[src/rtl/risky_pkg.sv]
// risky_pkg: shared pipeline types for the memory-port arbiter
// Contents:
//   mem_owner_e     - which requester currently owns the outstanding transaction
//   mem_arb_state_e - arbiter FSM states
package risky_pkg;

    typedef enum logic [1:0] {
        OWN_NONE,
        OWN_IF,
        OWN_DM
    } mem_owner_e;

    typedef enum logic {
        ARB_IDLE,
        ARB_WAIT
    } mem_arb_state_e;

endpackage

[src/rtl/mem_port_arbiter_if.sv]
// mem_port_arbiter_if: bundle of fetch, data and memory-side signals around the arbiter
// Signals:
//   if_*  - instruction-fetch requester (req/addr in, gnt/rvalid/rdata/stall out)
//   dm_*  - memory-access requester (req/we/be/addr/wdata in, gnt/rvalid/rdata/stall out)
//   mem_* - unified memory port (req/we/be/addr/wdata out, rvalid/rdata in)
// Modports:
//   slave  - arbiter view
//   master - environment view (pipeline stages plus memory)
interface mem_port_arbiter_if #(
    parameter int ADDR_W = 32,
    parameter int DATA_W = 32
);
    logic                  if_req_i;
    logic [ADDR_W-1:0]     if_addr_i;
    logic                  if_gnt_o;
    logic                  if_rvalid_o;
    logic [DATA_W-1:0]     if_rdata_o;
    logic                  if_stall_o;
    logic                  dm_req_i;
    logic                  dm_we_i;
    logic [DATA_W/8-1:0]   dm_be_i;
    logic [ADDR_W-1:0]     dm_addr_i;
    logic [DATA_W-1:0]     dm_wdata_i;
    logic                  dm_gnt_o;
    logic                  dm_rvalid_o;
    logic [DATA_W-1:0]     dm_rdata_o;
    logic                  dm_stall_o;
    logic                  mem_req_o;
    logic                  mem_we_o;
    logic [DATA_W/8-1:0]   mem_be_o;
    logic [ADDR_W-1:0]     mem_addr_o;
    logic [DATA_W-1:0]     mem_wdata_o;
    logic                  mem_rvalid_i;
    logic [DATA_W-1:0]     mem_rdata_i;

    modport slave (
        input  if_req_i, if_addr_i,
        output if_gnt_o, if_rvalid_o, if_rdata_o, if_stall_o,
        input  dm_req_i, dm_we_i, dm_be_i, dm_addr_i, dm_wdata_i,
        output dm_gnt_o, dm_rvalid_o, dm_rdata_o, dm_stall_o,
        output mem_req_o, mem_we_o, mem_be_o, mem_addr_o, mem_wdata_o,
        input  mem_rvalid_i, mem_rdata_i
    );

    modport master (
        output if_req_i, if_addr_i,
        input  if_gnt_o, if_rvalid_o, if_rdata_o, if_stall_o,
        output dm_req_i, dm_we_i, dm_be_i, dm_addr_i, dm_wdata_i,
        input  dm_gnt_o, dm_rvalid_o, dm_rdata_o, dm_stall_o,
        input  mem_req_o, mem_we_o, mem_be_o, mem_addr_o, mem_wdata_o,
        output mem_rvalid_i, mem_rdata_i
    );
endinterface

[src/rtl/mem_port_arbiter.sv]
// mem_port_arbiter: shares one memory port between fetch and data stages, one transaction in flight
// Ports:
//   clk - clock
//   rst - synchronous active-high reset
//   bus - mem_port_arbiter_if.slave: fetch/data requesters and the memory port
// Parameters:
//   MAX_DATA_STREAK - data grants allowed in a row while fetch waits (>=1)
module mem_port_arbiter
    import risky_pkg::*;
#(
    parameter int MAX_DATA_STREAK = 4
) (
    input  logic                 clk,
    input  logic                 rst,
    mem_port_arbiter_if.slave    bus
);
    localparam int STREAK_W = $clog2(MAX_DATA_STREAK + 1);
    localparam logic [STREAK_W-1:0] STREAK_MAX = STREAK_W'(MAX_DATA_STREAK);

    mem_arb_state_e       r_state;
    mem_arb_state_e       w_state_nxt;
    mem_owner_e           r_owner;
    logic [STREAK_W-1:0]  r_streak;
    logic                 w_pick_if;
    logic                 w_issue;
    logic                 w_if_gnt;
    logic                 w_dm_gnt;
    logic                 w_rsp;

    // Data wins by default; fetch wins when it is alone or data has used up its streak.
    assign w_pick_if = bus.if_req_i & (~bus.dm_req_i | (r_streak == STREAK_MAX));
    // Reset suppresses grants and responses in the same cycle.
    assign w_issue   = ~rst & (r_state == ARB_IDLE);
    assign w_if_gnt  = w_issue & bus.if_req_i & w_pick_if;
    assign w_dm_gnt  = w_issue & bus.dm_req_i & ~w_pick_if;
    assign w_rsp     = ~rst & (r_state == ARB_WAIT) & bus.mem_rvalid_i;

    always_ff @(posedge clk) begin
        if (rst) r_state <= ARB_IDLE;
        else     r_state <= w_state_nxt;
    end

    always_comb begin
        w_state_nxt = r_state;
        if (r_state == ARB_IDLE) w_state_nxt = (w_if_gnt | w_dm_gnt) ? ARB_WAIT : ARB_IDLE;
        else                     w_state_nxt = w_rsp ? ARB_IDLE : ARB_WAIT;
    end

    always_ff @(posedge clk) begin
        if (rst) begin
            r_owner  <= OWN_NONE;
            r_streak <= '0;
        end else begin
            if (w_if_gnt)      r_owner <= OWN_IF;
            else if (w_dm_gnt) r_owner <= OWN_DM;
            else if (w_rsp)    r_owner <= OWN_NONE;
            // Streak only grows while fetch is actually being held off, and saturates.
            if (w_if_gnt)
                r_streak <= '0;
            else if (w_dm_gnt)
                r_streak <= ~bus.if_req_i ? '0 :
                            (r_streak == STREAK_MAX) ? r_streak : r_streak + STREAK_W'(1);
        end
    end

    always_comb begin
        bus.if_gnt_o    = w_if_gnt;
        bus.dm_gnt_o    = w_dm_gnt;
        bus.if_stall_o  = bus.if_req_i & ~w_if_gnt;
        bus.dm_stall_o  = bus.dm_req_i & ~w_dm_gnt;
        bus.mem_req_o   = w_if_gnt | w_dm_gnt;
        bus.mem_we_o    = w_dm_gnt & bus.dm_we_i;
        bus.mem_be_o    = w_dm_gnt ? bus.dm_be_i : '0;
        bus.mem_addr_o  = w_if_gnt ? bus.if_addr_i : w_dm_gnt ? bus.dm_addr_i : '0;
        bus.mem_wdata_o = w_dm_gnt ? bus.dm_wdata_i : '0;
        bus.if_rvalid_o = w_rsp & (r_owner == OWN_IF);
        bus.dm_rvalid_o = w_rsp & (r_owner == OWN_DM);
        bus.if_rdata_o  = (w_rsp & (r_owner == OWN_IF)) ? bus.mem_rdata_i : '0;
        bus.dm_rdata_o  = (w_rsp & (r_owner == OWN_DM)) ? bus.mem_rdata_i : '0;
    end

endmodule

[src/flat_wrapper.sv]
// flat-port wrapper written by rule: the top's interface ports become plain ports
module mem_port_arbiter_flat import risky_pkg::*;
#(
    parameter int MAX_DATA_STREAK = 4
)
  (clk, rst, bus_if_req_i, bus_if_addr_i, bus_if_gnt_o, bus_if_rvalid_o, bus_if_rdata_o, bus_if_stall_o, bus_dm_req_i, bus_dm_we_i, bus_dm_be_i, bus_dm_addr_i, bus_dm_wdata_i, bus_dm_gnt_o, bus_dm_rvalid_o, bus_dm_rdata_o, bus_dm_stall_o, bus_mem_req_o, bus_mem_we_o, bus_mem_be_o, bus_mem_addr_o, bus_mem_wdata_o, bus_mem_rvalid_i, bus_mem_rdata_i);
  mem_port_arbiter_if #(.ADDR_W(32), .DATA_W(32)) bus_i ();
  input  logic clk;
  input  logic rst;
  input wire logic [$bits(bus_i.if_req_i)-1:0] bus_if_req_i;
  input wire logic [$bits(bus_i.if_addr_i)-1:0] bus_if_addr_i;
  output wire logic [$bits(bus_i.if_gnt_o)-1:0] bus_if_gnt_o;
  output wire logic [$bits(bus_i.if_rvalid_o)-1:0] bus_if_rvalid_o;
  output wire logic [$bits(bus_i.if_rdata_o)-1:0] bus_if_rdata_o;
  output wire logic [$bits(bus_i.if_stall_o)-1:0] bus_if_stall_o;
  input wire logic [$bits(bus_i.dm_req_i)-1:0] bus_dm_req_i;
  input wire logic [$bits(bus_i.dm_we_i)-1:0] bus_dm_we_i;
  input wire logic [$bits(bus_i.dm_be_i)-1:0] bus_dm_be_i;
  input wire logic [$bits(bus_i.dm_addr_i)-1:0] bus_dm_addr_i;
  input wire logic [$bits(bus_i.dm_wdata_i)-1:0] bus_dm_wdata_i;
  output wire logic [$bits(bus_i.dm_gnt_o)-1:0] bus_dm_gnt_o;
  output wire logic [$bits(bus_i.dm_rvalid_o)-1:0] bus_dm_rvalid_o;
  output wire logic [$bits(bus_i.dm_rdata_o)-1:0] bus_dm_rdata_o;
  output wire logic [$bits(bus_i.dm_stall_o)-1:0] bus_dm_stall_o;
  output wire logic [$bits(bus_i.mem_req_o)-1:0] bus_mem_req_o;
  output wire logic [$bits(bus_i.mem_we_o)-1:0] bus_mem_we_o;
  output wire logic [$bits(bus_i.mem_be_o)-1:0] bus_mem_be_o;
  output wire logic [$bits(bus_i.mem_addr_o)-1:0] bus_mem_addr_o;
  output wire logic [$bits(bus_i.mem_wdata_o)-1:0] bus_mem_wdata_o;
  input wire logic [$bits(bus_i.mem_rvalid_i)-1:0] bus_mem_rvalid_i;
  input wire logic [$bits(bus_i.mem_rdata_i)-1:0] bus_mem_rdata_i;
  assign bus_i.if_req_i = bus_if_req_i;
  assign bus_i.if_addr_i = bus_if_addr_i;
  assign bus_if_gnt_o = bus_i.if_gnt_o;
  assign bus_if_rvalid_o = bus_i.if_rvalid_o;
  assign bus_if_rdata_o = bus_i.if_rdata_o;
  assign bus_if_stall_o = bus_i.if_stall_o;
  assign bus_i.dm_req_i = bus_dm_req_i;
  assign bus_i.dm_we_i = bus_dm_we_i;
  assign bus_i.dm_be_i = bus_dm_be_i;
  assign bus_i.dm_addr_i = bus_dm_addr_i;
  assign bus_i.dm_wdata_i = bus_dm_wdata_i;
  assign bus_dm_gnt_o = bus_i.dm_gnt_o;
  assign bus_dm_rvalid_o = bus_i.dm_rvalid_o;
  assign bus_dm_rdata_o = bus_i.dm_rdata_o;
  assign bus_dm_stall_o = bus_i.dm_stall_o;
  assign bus_mem_req_o = bus_i.mem_req_o;
  assign bus_mem_we_o = bus_i.mem_we_o;
  assign bus_mem_be_o = bus_i.mem_be_o;
  assign bus_mem_addr_o = bus_i.mem_addr_o;
  assign bus_mem_wdata_o = bus_i.mem_wdata_o;
  assign bus_i.mem_rvalid_i = bus_mem_rvalid_i;
  assign bus_i.mem_rdata_i = bus_mem_rdata_i;
  mem_port_arbiter #(.MAX_DATA_STREAK(MAX_DATA_STREAK)) u_core (.clk(clk), .rst(rst), .bus(bus_i));
endmodule
[config.mk]
export PLATFORM = sky130hd
export DESIGN_NAME = mem_port_arbiter_flat
export DESIGN_NICKNAME = d
export VERILOG_FILES = /design/src/rtl/risky_pkg.sv /design/src/rtl/mem_port_arbiter_if.sv /design/src/rtl/mem_port_arbiter.sv /design/src/flat_wrapper.sv
export SDC_FILE = /design/constraint.sdc
export NUM_CORES = 1
export LEC_CHECK = 0
export ABC_AREA = 1
export BUFFER_PORTS_ARGS = -buffer_cell sky130_fd_sc_hd__buf_2
export CAP_MARGIN = 20
export CELL_PAD_IN_SITES_DETAIL_PLACEMENT = 1
export CELL_PAD_IN_SITES_GLOBAL_PLACEMENT = 1
export CORE_MARGIN = 5
export CORE_UTILIZATION = 12
export CTS_CLUSTER_SIZE = 30
export DETAILED_ROUTE_END_ITERATION = 12
export PLACE_DENSITY = 0.84
export SLEW_MARGIN = 15
export SYNTH_ARGS = -nofsm -noshare
export SYNTH_HDL_FRONTEND = slang
export SYNTH_SLANG_ARGS = --single-unit
[constraint.sdc]
create_clock -name clk -period 1.5 [get_ports clk]
set_input_delay 0.225 -clock clk [delete_from_list [all_inputs] [get_ports clk]]
set_output_delay 0.225 -clock clk [all_outputs]
set_load 0.02 [all_outputs]
* Word-level counts from Yosys, hierarchy flattened
Index checks and enable logic that the tools add are counted.
** Word-level totals
- Output and inout port bits :: 140
- Word-level logic and storage cells :: 48
- Bits of input ports :: 138
- Bits in registers :: 6
** Operators by class
- Multiplexer cells :: 14
- Eq/ne operators :: 4
- Add/sub/neg operators :: 1
- Reductions and logical operators :: 4
- Bitwise logic cells :: 21
** Operators by type and width (number)
- 2-to-1 mux 32 bit :: 5
- AND 1 bit :: 13
- 2-to-1 mux 3 bit :: 2
- NOT 1 bit :: 6
- 2-to-1 mux 1 bit :: 4
- 2-to-1 mux 2 bit :: 2
- 2-to-1 mux 4 bit :: 1
- adder 3 x 1 -> 3 bit, second input constant :: 1
- equality test 3 bit, second input constant :: 1
- nonzero test 3 bit :: 1
- equality test 2 x 1 -> 1 bit, second input constant :: 1
- equality test 2 bit, second input constant :: 1
- != test 2 bit, second input constant :: 1
- bitwise OR 1 bit :: 2
- AND reduction 2 bit :: 1
- nonzero test 2 bit :: 1
- OR reduction 2 bit :: 1

* Logic depth before layout (Yosys ltp)
Gate-level depths: netlist of the first run.
- Word-level depth :: 8
- Depth in mapped cells :: 9
- Depth with buffers taken out :: 9

* Worst setup path before layout of the first run
Ideal clock, no wire load.
- Kind :: reg-to-output
- Start :: register u_core.r_streak[0]
- End :: output port bus_if_stall_o
- Data required time :: 1275 ps
- Path buffers :: 1
- Setup slack :: -101 ps
- Stages on the path, launching flop included :: 9
- Data arrival time :: 1376 ps
- Cells stage by stage :: dfxtp_1 -> inv_1 -> ha_1 -> nand2_1 -> nand2_2 -> nand3_2 -> inv_2 -> buf_2 -> nor2_1
** Between the ends
- Cells in the longest elaborated chain, start to end :: 6
** RTL lines
- start: declaration :: RTL line mem_port_arbiter.sv:23 : logic [STREAK_W-1:0] r_streak;
- start signal: assignment :: RTL line mem_port_arbiter.sv:61 : r_streak <= ~bus.if_req_i ? '0 :
- equality test 3 bit :: RTL line mem_port_arbiter.sv:31 : assign w_pick_if = bus.if_req_i & (~bus.dm_req_i | (r_streak == STREAK_MAX));
- bitwise OR 1 bit :: RTL line mem_port_arbiter.sv:31
- AND 1 bit :: RTL line mem_port_arbiter.sv:31
- AND 1 bit :: RTL line mem_port_arbiter.sv:34 : assign w_if_gnt = w_issue & bus.if_req_i & w_pick_if;
- net bus_if_gnt_o :: RTL line flat_wrapper.sv:12 : output wire logic [$bits(bus_i.if_gnt_o)-1:0] bus_if_gnt_o;
- NOT 1 bit :: RTL line mem_port_arbiter.sv:69 : bus.if_stall_o = bus.if_req_i & ~w_if_gnt;
- AND 1 bit :: RTL line mem_port_arbiter.sv:69
- end: declaration :: RTL line flat_wrapper.sv:15 : output wire logic [$bits(bus_i.if_stall_o)-1:0] bus_if_stall_o;
The timed path passes the listed nets, and every way through them passes these cells.

* Worst setup path in the final report of the first run
- Start :: register u_core.r_streak[0]
- End :: output port bus_mem_addr_o[28]
** Between the ends
- Cells in the longest elaborated chain, start to end :: 7
- Elaborated cells between the ends (all ways) :: 8
- Those cells by class :: eq/ne: 1; mux: 2; bitwise: 5
** RTL lines
- equality test 3 bit * :: RTL line mem_port_arbiter.sv:31
- bitwise OR 1 bit * :: RTL line mem_port_arbiter.sv:31
- AND 1 bit * :: RTL line mem_port_arbiter.sv:31
- NOT 1 bit :: RTL line mem_port_arbiter.sv:35 : assign w_dm_gnt = w_issue & bus.dm_req_i & ~w_pick_if;
- AND 1 bit :: RTL line mem_port_arbiter.sv:35
- 2-to-1 mux 32 bit :: RTL line mem_port_arbiter.sv:74 : bus.mem_addr_o = w_if_gnt ? bus.if_addr_i : w_dm_gnt ? bus.dm_addr_i : '0;
- 2-to-1 mux 32 bit * :: RTL line mem_port_arbiter.sv:74
- end: declaration :: RTL line flat_wrapper.sv:28 : output wire logic [$bits(bus_i.mem_addr_o)-1:0] bus_mem_addr_o;
Mark *: on every way between the ends. The rest lies on a longest branch, timed or not.

==> impl_metrics.yaml, run 1 <==
placement:
  portBuffers: 277
  placedCellCount: 789
  dp_hpwl_mm: 8.51
  place_congestion: 0.848
timing:
  post-route-period-util_pct: 125
  max_freq_ghz: 0.535
  slew_headroom_pct: 84.7
  rsz0062_at_grt: "true"
  setup_violations: 140
  period_needed_ns: 1.87
  drv_slew: 0
  fin_ws_ns: -0.369
  worstMarginPinSlew_ns: 0.229
  whs_ns: 0.337
  clock_skew_ns: 0.000406
  hold_viol: 0
synthesis:
  yosys.area.top_type: "nand2_1"
  syn_area_per_cell_sq_um: 4.35
  synth_cell_types: 17
  synthFlopType: "dfxtp_1"
  synth_edf_count: 0
  yosysTopAreaCellShare_pct: 28.3
  synth_nets: 485
  synth_seq_cells: 6
  async_flop_share_pct: 0
  syn_inst: 345
  synthTopCellsByArea: "nand2_1 (28%), nor2_1 (27%), inv_1 (21%)"
  yosysSeqAreaShare_pct: 8.00
  synth_area_sq_um: 1500
  synth.most_common_cell: "nand2_1"
  synth_warnings: 0
  synthTopCellsByCount: "nand2_1 (113), nor2_1 (108), inv_1 (82)"
die:
  num_io_pins: 278
  rows: 40
  die_width_um: 122
  start_util_pct: 12.3
  fp.dieH_um: 122
  core_area_sq_um: 12200
  dieArea_sq_um: 14800
pwr:
  p_leak_nw: 2.90
  vdd_drop_max_mv: 0.275
  power.total_mw: 1.69
  p_per_area_nw_per_um2: 325
routing:
  drc: 0
  drt_iter0_markers: 73
  drtAntennaViolNets: 0
  wl_per_cell_um: 16.8
  vias: 3273
  first_pass_iters: 4
  viasPerCell: 4.02
  routed_wl_mm: 13.7
setup_path:
  required_ns: 1.27
  critPathArrivalTime_ns: 1.64
  cp-end-kind: "primary output"
  crit_fanout: 5
  setup.worst_path.start_class: "register"
  crit_type: "register to primary output"
cts:
  path_clk_slew_ns: 0.03
  cts_tree: "built"
  cts_made_buffers: 3
  ctsHoldBuffers: 0
  clkLatencyLatePin_ns: 0.23
  cts.path.max_buffers: 2
  cts_num_sinks: 6
  cts_max_level: 1
  clockRootBuffer: "clkbuf_16"
status:
  violations: "negative setup slack"
  status: "finished with violations"
global_routing:
  grt_first_pass_wirelength_mm: 19.2
  antenna_found_initial: 1
  grt_usage_pct: 16.6
  grt_max_degree: 27
  overflow: 0
  grt_pass1_vias: 3748
min_path:
  hp-class: "input pin to register"
cells_and_area:
  multiInputGateArea_sq_um: 1820
  drive_gt1_share_pct: 74.3
  final_cell_count_no_fill: 814
  seq_area_sq_um: 126
  nNetsFinal: 787
  fillers: 1492
  synthToLayoutAreaGrowth_pct: 247
flow_run:
  drv_cap: 0
==> sequential cells by signal, summed over array words and instances, names as in the netlist <==
| register | cells |
|---|---|
| u_core.r_streak | 3 |
| u_core.r_owner | 2 |
| u_core.r_state | 1 |
==> worst paths after layout <==
check	endpoint	slack, ns	from	depth (start not counted)
setup reg to reg	u_core.r_streak[1]	0.01	u_core.r_streak[0]	11
hold reg to reg	u_core.r_owner[1]	0.48	u_core.r_owner[1]	2
hold / removal	u_core.r_state	0.34	bus_mem_rvalid_i	4
setup / recovery	bus_mem_addr_o[28]	-0.37	u_core.r_streak[0]	10
==> worst max-delay path: stages, from the launching register on <==
cell	delay, ns
dfxtp_2	0.33
inv_2	0.05
ha_4	0.16
nand2_4	0.06
nand2_4	0.06
a21oi_4	0.16
buf_12	0.16
buf_6	0.13
nand2_1	0.07
nand2_2	0.07
buf_4	0.14
==> layout make-up <==
cell class / instances / area share (%)
Timing Repair Buffer: 313 / 51.0
Multi-Input combinational cell: 240 / 34.9
Inverter: 83 / 6.17
Tap cell: 168 / 4.03
Sequential cell: 6 / 2.43
Clock buffer: 3 / 1.44
Antenna cell: 1 / 0.0480
==> cell usage in the layout, fill, tap and decap left out, types with 2 or more instances in the layout <==
cell | netlist | final
buf_6 | 3 | 103
nand2_4 | 0 | 22
clkbuf_16 | 0 | 3
dfxtp_1 | 6 | 3
buf_4 | 1 | 45
nor2_2 | 0 | 16
inv_2 | 1 | 4
nor2_1 | 108 | 25
buf_16 | 0 | 9
dfxtp_2 | 0 | 2
inv_1 | 82 | 77
buf_12 | 0 | 8
nand2_2 | 3 | 43
nand2_1 | 113 | 50
a21oi_1 | 4 | 4
buf_2 | 12 | 147
nor2_4 | 1 | 68
clkinv_4 | 0 | 2
nand3_1 | 5 | 4
==> metrics by stage <==
| stage | util [%] | setup TNS, ns | setup WS [ns] | cell area (sq um) |
|---|---|---|---|---|
| after global routing | 42.8 | -38.49 | -0.428 | 5210 |
| after detailed placement | 27.2 | -5.35 | -0.146 | 3300 |
| after floorplan | - | -0.808 | -0.0293 | 1640 |
| final | 42.8 | -30.92 | -0.369 | 5210 |
| after global placement | 27.2 | -3.61 | -0.0991 | 3300 |
| after CTS | 40.9 | -29.16 | -0.292 | 4980 |
==> metal layers <==
| metal | up-vias | part of all wire [%] | global-route usage (%) |
|---|---|---|---|
| li1 | 1564 | - | - |
| met1 | 1497 | 29 | 13.5 |
| met2 | 184 | 59 | 35.5 |
| met3 | 28 | 9.7 | 4.97 |
| met4 | 0 | 2.7 | 7.28 |
| met5 | - | 0 | 0 |
==> cell families after synthesis <==
logic type	synth area share [%]
and+or+nand+nor	60.1
DFF	8.00
AOI/OAI and AO/OA	2.75
buffers and inverters	27.5
adders and majority gates	1.67
==> timing repair <==
item,in CTS,in global routing
setup buffers,6,4
cloned,12,0
endpoints found under the setup margin,140,142
resized for setup,390,59
pin swaps,12,10
==> power breakdown <==
group	switching (mW)	internal, mW	leakage, nW
Sequential	0.0121	0.172	0.0506
Combinational	0.592	0.480	2.82
Clock	0.0955	0.343	0.0370
Total	0.699	0.995	2.90
(Power assumes the default switching activity.)
==> run 2, diff against run 1 <==
--- a/config.mk
+++ b/config.mk
@@ -5,16 +5,15 @@
 export SDC_FILE = /design/constraint.sdc
 export NUM_CORES = 1
 export LEC_CHECK = 0
-export ABC_AREA = 1
 export BUFFER_PORTS_ARGS = -buffer_cell sky130_fd_sc_hd__buf_2
 export CAP_MARGIN = 20
 export CELL_PAD_IN_SITES_DETAIL_PLACEMENT = 1
 export CELL_PAD_IN_SITES_GLOBAL_PLACEMENT = 1
-export CORE_MARGIN = 5
-export CORE_UTILIZATION = 12
+export CORE_AREA = 5 5 106 108
 export CTS_CLUSTER_SIZE = 30
 export DETAILED_ROUTE_END_ITERATION = 12
-export PLACE_DENSITY = 0.84
+export DIE_AREA = 0 0 111 113
+export PLACE_DENSITY = 0.87
 export SLEW_MARGIN = 15
 export SYNTH_ARGS = -nofsm -noshare
 export SYNTH_HDL_FRONTEND = slang
==> constraint.sdc (replaced) <==
create_clock -name clk -period 2.18 [get_ports clk]
set_input_delay 0.327 -clock clk [delete_from_list [all_inputs] [get_ports clk]]
set_output_delay 0.327 -clock clk [all_outputs]
set_load 0.02 [all_outputs]
==> impl_metrics.yaml, run 2 <==
cells_and_area:
  final_cell_count_no_fill: 599
  reg_top3: "u_core.r_streak (3), u_core.r_owner (2), u_core.r_state (1)"
  largest_register_ff_count: 3
  drive_gt1_share_pct: 65.0
  antenna_cells: 0
  final_common_cell: "buf_2"
  layout_common_cells: "buf_2 (275), and2_1 (65), and3_1 (38)"
  synthToLayoutAreaGrowth_pct: 117
  fillers: 1347
  nNetsFinal: 605
  top_register: "u_core.r_streak"
setup_path:
  cp_slowest_cell: "dfxtp_1"
  ff2ff_setup_slack_ns: 0.71
  cp-end-kind: "primary output"
  crit_top_cell: "buf_4"
  crit_fanout: 19
  worstSetupStartpoint: "u_core.r_streak[1]"
  required_ns: 1.85
  setup.worst_path.start_class: "register"
  r2r-start: "u_core.r_streak[1]"
  r2r_end: "u_core.r_owner[0]"
  crit_end: "bus_mem_addr_o[6]"
  critPathTopFamily: "buffers and inverters"
  crit_buf_inv: 4
  path_cells: "inv_1, ha_4, a21boi_4, nor4b_4, buf_4, clkbuf_16, a22o_1, buf_4"
  slowest_delay_ns: 0.31
  crit_type: "register to primary output"
  path_depth: 8
  critPathArrivalTime_ns: 1.82
  ff2ff_path_depth: 7
synthesis:
  synth_cell_types: 28
  yosys.area.top_type: "and2_1"
  synth_seq_cells: 6
  synthTopCellsByArea: "and2_1 (29%), a22o_1 (20%), and3_1 (17%)"
  synth_xor_xnor_area_share_pct: 0
  async_flop_share_pct: 0
  yosysSeqAreaShare_pct: 8.57
  yosysTopAreaCellShare_pct: 29.0
  synth_fa_ha_area_share_pct: 1.79
  synth_warnings: 0
  synthFlopType: "dfxtp_1"
  synth_edf_count: 0
  synth_nets: 336
  synth_top_family_by_area: "simple AND/OR/NAND/NOR gates"
  synth_area_sq_um: 1400
  synth_compound_area_share_pct: 26.1
  syn_area_per_cell_sq_um: 7.15
  muxShareOfSynthArea_pct: 0
  synth.most_common_cell: "and2_1"
  synthTopCellsByCount: "and2_1 (65), and3_1 (38), a22o_1 (32)"
  syn_inst: 196
  yosys.area_share.simple_pct: 55.3
routing:
  drtAntennaViolNets: 0
  first_pass_iters: 5
  vias: 2550
  drt_iter0_markers: 87
  viasPerCell: 4.26
  wl_per_cell_um: 16.0
  drc: 0
  top_layer: "met4"
  met2_length_mm: 4.85
  routed_wl_mm: 9.60
  wl_met1_mm: 3.92
  wl_met3_um: 726
cts:
  cts_made_buffers: 3
  path_clk_slew_ns: 0.04
  cts_num_sinks: 6
  clkLatencyLatePin_ns: 0.23
  cts_tree: "built"
  clockRootBuffer: "clkbuf_8"
  cts.path.max_buffers: 2
  ctsHoldBuffers: 0
  cts_max_level: 1
die:
  rows: 37
  die_width_um: 111
  dieArea_sq_um: 12500
  fp.dieH_um: 113
  num_io_pins: 278
  core_area_sq_um: 10100
  start_util_pct: 13.8
timing:
  clock_skew_ns: 0.00274
  max_freq_ghz: 0.465
  period_needed_ns: 2.15
  slew_headroom_pct: 74.5
  setup_violations: 0
  worstMarginPinSlew_ns: 0.381
  fin_ws_ns: 0.0295
  hold_viol: 0
  post-route-period-util_pct: 98.6
  drv_slew: 0
pwr:
  vdd_drop_max_mv: 0.195
  p_per_area_nw_per_um2: 238
  p_leak_nw: 2.04
min_path:
  holdPathStages: 2
  holdCritStartpoint: "rst"
  hp-class: "input pin to register"
global_routing:
  grt_usage_pct: 13.3
  grt_max_degree: 40
  grt_first_pass_wirelength_mm: 13.9
  grt_pass1_vias: 2610
  overflow: 0
  antenna_found_initial: 0
placement:
  dp_hpwl_mm: 8.27
  placedCellCount: 593
  place_congestion: 0.959
  portBuffers: 277
  post-place-ws_ns: 0.144
status:
  status: "finished, final reports clean"
flow_run:
  drv_cap: 0
[run 2: routing by layer]
| metal | vias to the layer above | track usage [%] |
|---|---|---|
| met1 | 1170 | 16.0 |
| met4 | 0 | 2.30 |
| met5 | - | 0 |
| met3 | 8 | 3.05 |
| li1 | 1239 | - |
| met2 | 133 | 24.6 |
[run 2: layout make-up]
type                            instances  area (sq um)  share of cell area (%)
Sequential cell                         6           123                    4.02
Inverter                                4          17.5                   0.575
Multi-Input combinational cell        164          1200                    39.5
Clock buffer                            3          41.3                    1.36
Timing Repair Buffer                  286          1490                    49.0
Tap cell                              136           170                    5.59
[run 2: repair_timing]
item                                    CTS  global route
setup buffers                             0             2
gates resized for setup                   5            11
cloned                                    0             1
endpoints found under the setup margin   32            96
pin swaps                                 2             3
[run 2: stage by stage]
step / cell area [sq um] / utilization [%] / hold WS [ns] / setup TNS (ns) / total power, mW
3_3_place_gp: 2920 / 28.8 / 0.499 / 0 / 0.531
3_5_place_dp: 2920 / 28.8 / 0.513 / 0 / 0.543
5_1_grt: 3050 / 30.1 / 0.388 / -0.103 / 0.763
2_1_floorplan: 1400 / - / 0.460 / 0 / 0.322
4_1_cts: 2990 / 29.4 / 0.371 / 0 / 0.722
6_report: 3050 / 30.1 / 0.388 / 0 / 0.725
[run 2: cell families after synthesis]
logic type,Yosys count
buffers and inverters,26
adders and majority gates,2
AOI/OAI and AO/OA,44
and+or+nand+nor,118
DFF,6
[run 2: power by group]
group / switching [mW] / leakage, nW / internal [mW]
logic: 0.230 / 1.97 / 0.199
registers: 0.00801 / 0.0497 / 0.116
clock network: 0.0524 / 0.0216 / 0.119
[run 2: worst min-delay path by stage]
stage                               to
finish              u_core.r_streak[1]
global route        u_core.r_streak[1]
CTS                 u_core.r_streak[1]
detailed placement  u_core.r_streak[0]
global placement    u_core.r_streak[1]
floorplan               u_core.r_state
==> run 3, diff against run 2 <==
--- a/config.mk
+++ b/config.mk
@@ -14,6 +14,7 @@
 export DETAILED_ROUTE_END_ITERATION = 12
 export DIE_AREA = 0 0 111 113
 export PLACE_DENSITY = 0.87
+export SETUP_SLACK_MARGIN = 0.5
 export SLEW_MARGIN = 15
 export SYNTH_ARGS = -nofsm -noshare
 export SYNTH_HDL_FRONTEND = slang
==> impl_metrics.yaml, run 3 (same netlist as run 2, synthesis figures left out) <==
setup_path:
  setup.worst_path.start_class: "register"
  required_ns: 1.85
  r2r-start: "u_core.r_streak[1]"
  crit_type: "register to primary output"
  critPathArrivalTime_ns: 1.71
  worstSetupStartpoint: "u_core.r_streak[1]"
  cp-end-kind: "primary output"
  crit_fanout: 10
cells_and_area:
  fin_area_sq_um: 4450
  reg_top3: "u_core.r_streak (3), u_core.r_owner (2), u_core.r_state (1)"
  seq_area_sq_um: 126
  fillers: 1182
  top_register: "u_core.r_streak"
  layout_common_cells: "buf_2 (179), buf_6 (93), and2_4 (64)"
  utilization_pct: 43.9
  synthToLayoutAreaGrowth_pct: 218
  nNetsFinal: 637
  multiInputGateArea_sq_um: 1620
  drive_gt1_share_pct: 88.3
  final_common_cell: "buf_2"
  largest_register_ff_count: 3
timing:
  post-route-period-util_pct: 93.5
  worstMarginPinSlew_ns: 0.332
  setup_tns_ns: 0
  rsz0062_at_grt: "true"
  drv_slew: 0
  clock_skew_ns: 0.00217
  fin_ws_ns: 0.143
  slew_headroom_pct: 77.7
  period_needed_ns: 2.04
  hold_viol: 0
  max_freq_ghz: 0.491
  setup_violations: 0
global_routing:
  antenna_found_initial: 1
  grt_usage_pct: 19.0
  grt_use_met2_pct: 37.4
  grt_busiest_layer: "met2"
  grt_max_degree: 40
  overflow: 0
  grt_use_met1_pct: 20.4
  grt_pass1_vias: 3240
  met3_usage_pct: 5.24
  grt_first_pass_wirelength_mm: 19.2
cts:
  cts_num_sinks: 6
  cts_made_buffers: 3
  clockRootBuffer: "clkbuf_8"
  cts_tree: "built"
  ctsHoldBuffers: 0
  cts.path.max_buffers: 2
  clkLatencyLatePin_ns: 0.22
  cts_max_level: 1
  path_clk_slew_ns: 0.04
routing:
  routed_wl_mm: 13.0
  drc: 0
  wl_per_cell_um: 20.6
  vias: 2833
  viasPerCell: 4.48
  drtAntennaViolNets: 0
  drt_iter0_markers: 122
  first_pass_iters: 4
placement:
  place_congestion: 0.837
  portBuffers: 277
  dpl_cell_area_sq_um: 3260
  post-place-ws_ns: 0.232
  dp_hpwl_mm: 8.71
die:
  core_area_sq_um: 10100
  rows: 37
  start_util_pct: 13.8
  num_io_pins: 278
  die_width_um: 111
  fp.dieH_um: 113
  dieArea_sq_um: 12500
flow_run:
  drv_cap: 0
pwr:
  p_leak_nw: 2.55
  p_per_area_nw_per_um2: 197
  vdd_drop_max_mv: 0.125
min_path:
  hp-class: "input pin to register"
  holdCritStartpoint: "bus_dm_req_i"
status:
  status: "finished, final reports clean"
-- run 3: cell types whose count changed in the layout (fill, tap and decap cells not counted), sizes merged --
| cell | change |
|---|---|
| diode | +1 |
| clkinv | +1 |
| inv | -1 |
| buf | +31 |
| clkbuf | +1 |
-- run 3: layer usage --
layer	vias to the layer above	share of wire (%)
li1	1308	-
met1	1325	36
met2	177	53
met3	23	7.9
met4	0	2.8
met5	-	0
-- run 3: final timing paths --
check | end | slack (ns) | cells after the start
max reg2reg | u_core.r_owner[0] | 0.62 | 8
min | u_core.r_state | 0.41 | 2
min reg2reg | u_core.r_owner[1] | 0.53 | 2
max | bus_mem_addr_o[13] | 0.14 | 8
-- run 3: timing repair --
| action | 4_1_cts | 5_1_grt |
|---|---|---|
| setup buffers | 13 | 7 |
| cloned | 9 | 2 |
| pin swaps | 74 | 8 |
| gates resized for setup | 261 | 30 |
| endpoints found under the setup margin | 140 | 140 |
-- run 3: metrics by stage --
stage	hold WS [ns]	std cells	power, mW
after floorplan	0.460	196	0.364
after global placement	0.484	597	0.586
after detailed placement	0.506	597	0.604
after CTS	0.403	622	0.852
after global routing	0.448	632	0.933
final	0.413	632	0.879
-- run 3: critical path, stage by stage, from the launching register on --
cell and delay, ns:
dfxtp_2 0.33, inv_2 0.05, ha_4 0.17, a21boi_4 0.16
nor4b_4 0.06, buf_6 0.15, buf_12 0.15, a22o_4 0.26
buf_4 0.16
-- run 3: final cells by class --
cell class | instances | area share, %
Tap cell | 136 | 3.82
Antenna cell | 1 | 0.0562
Timing Repair Buffer | 318 | 55.5
Inverter | 4 | 0.450
Multi-Input combinational cell | 164 | 36.4
Clock buffer | 3 | 0.927
Sequential cell | 6 | 2.84
-- run 3: report_power, final --
group	leakage (nW)	switching, mW	internal (mW)
Combinational	2.48	0.287	0.305
Clock	0.0216	0.0452	0.118
Sequential	0.0505	0.00795	0.116
Total	2.55	0.340	0.539
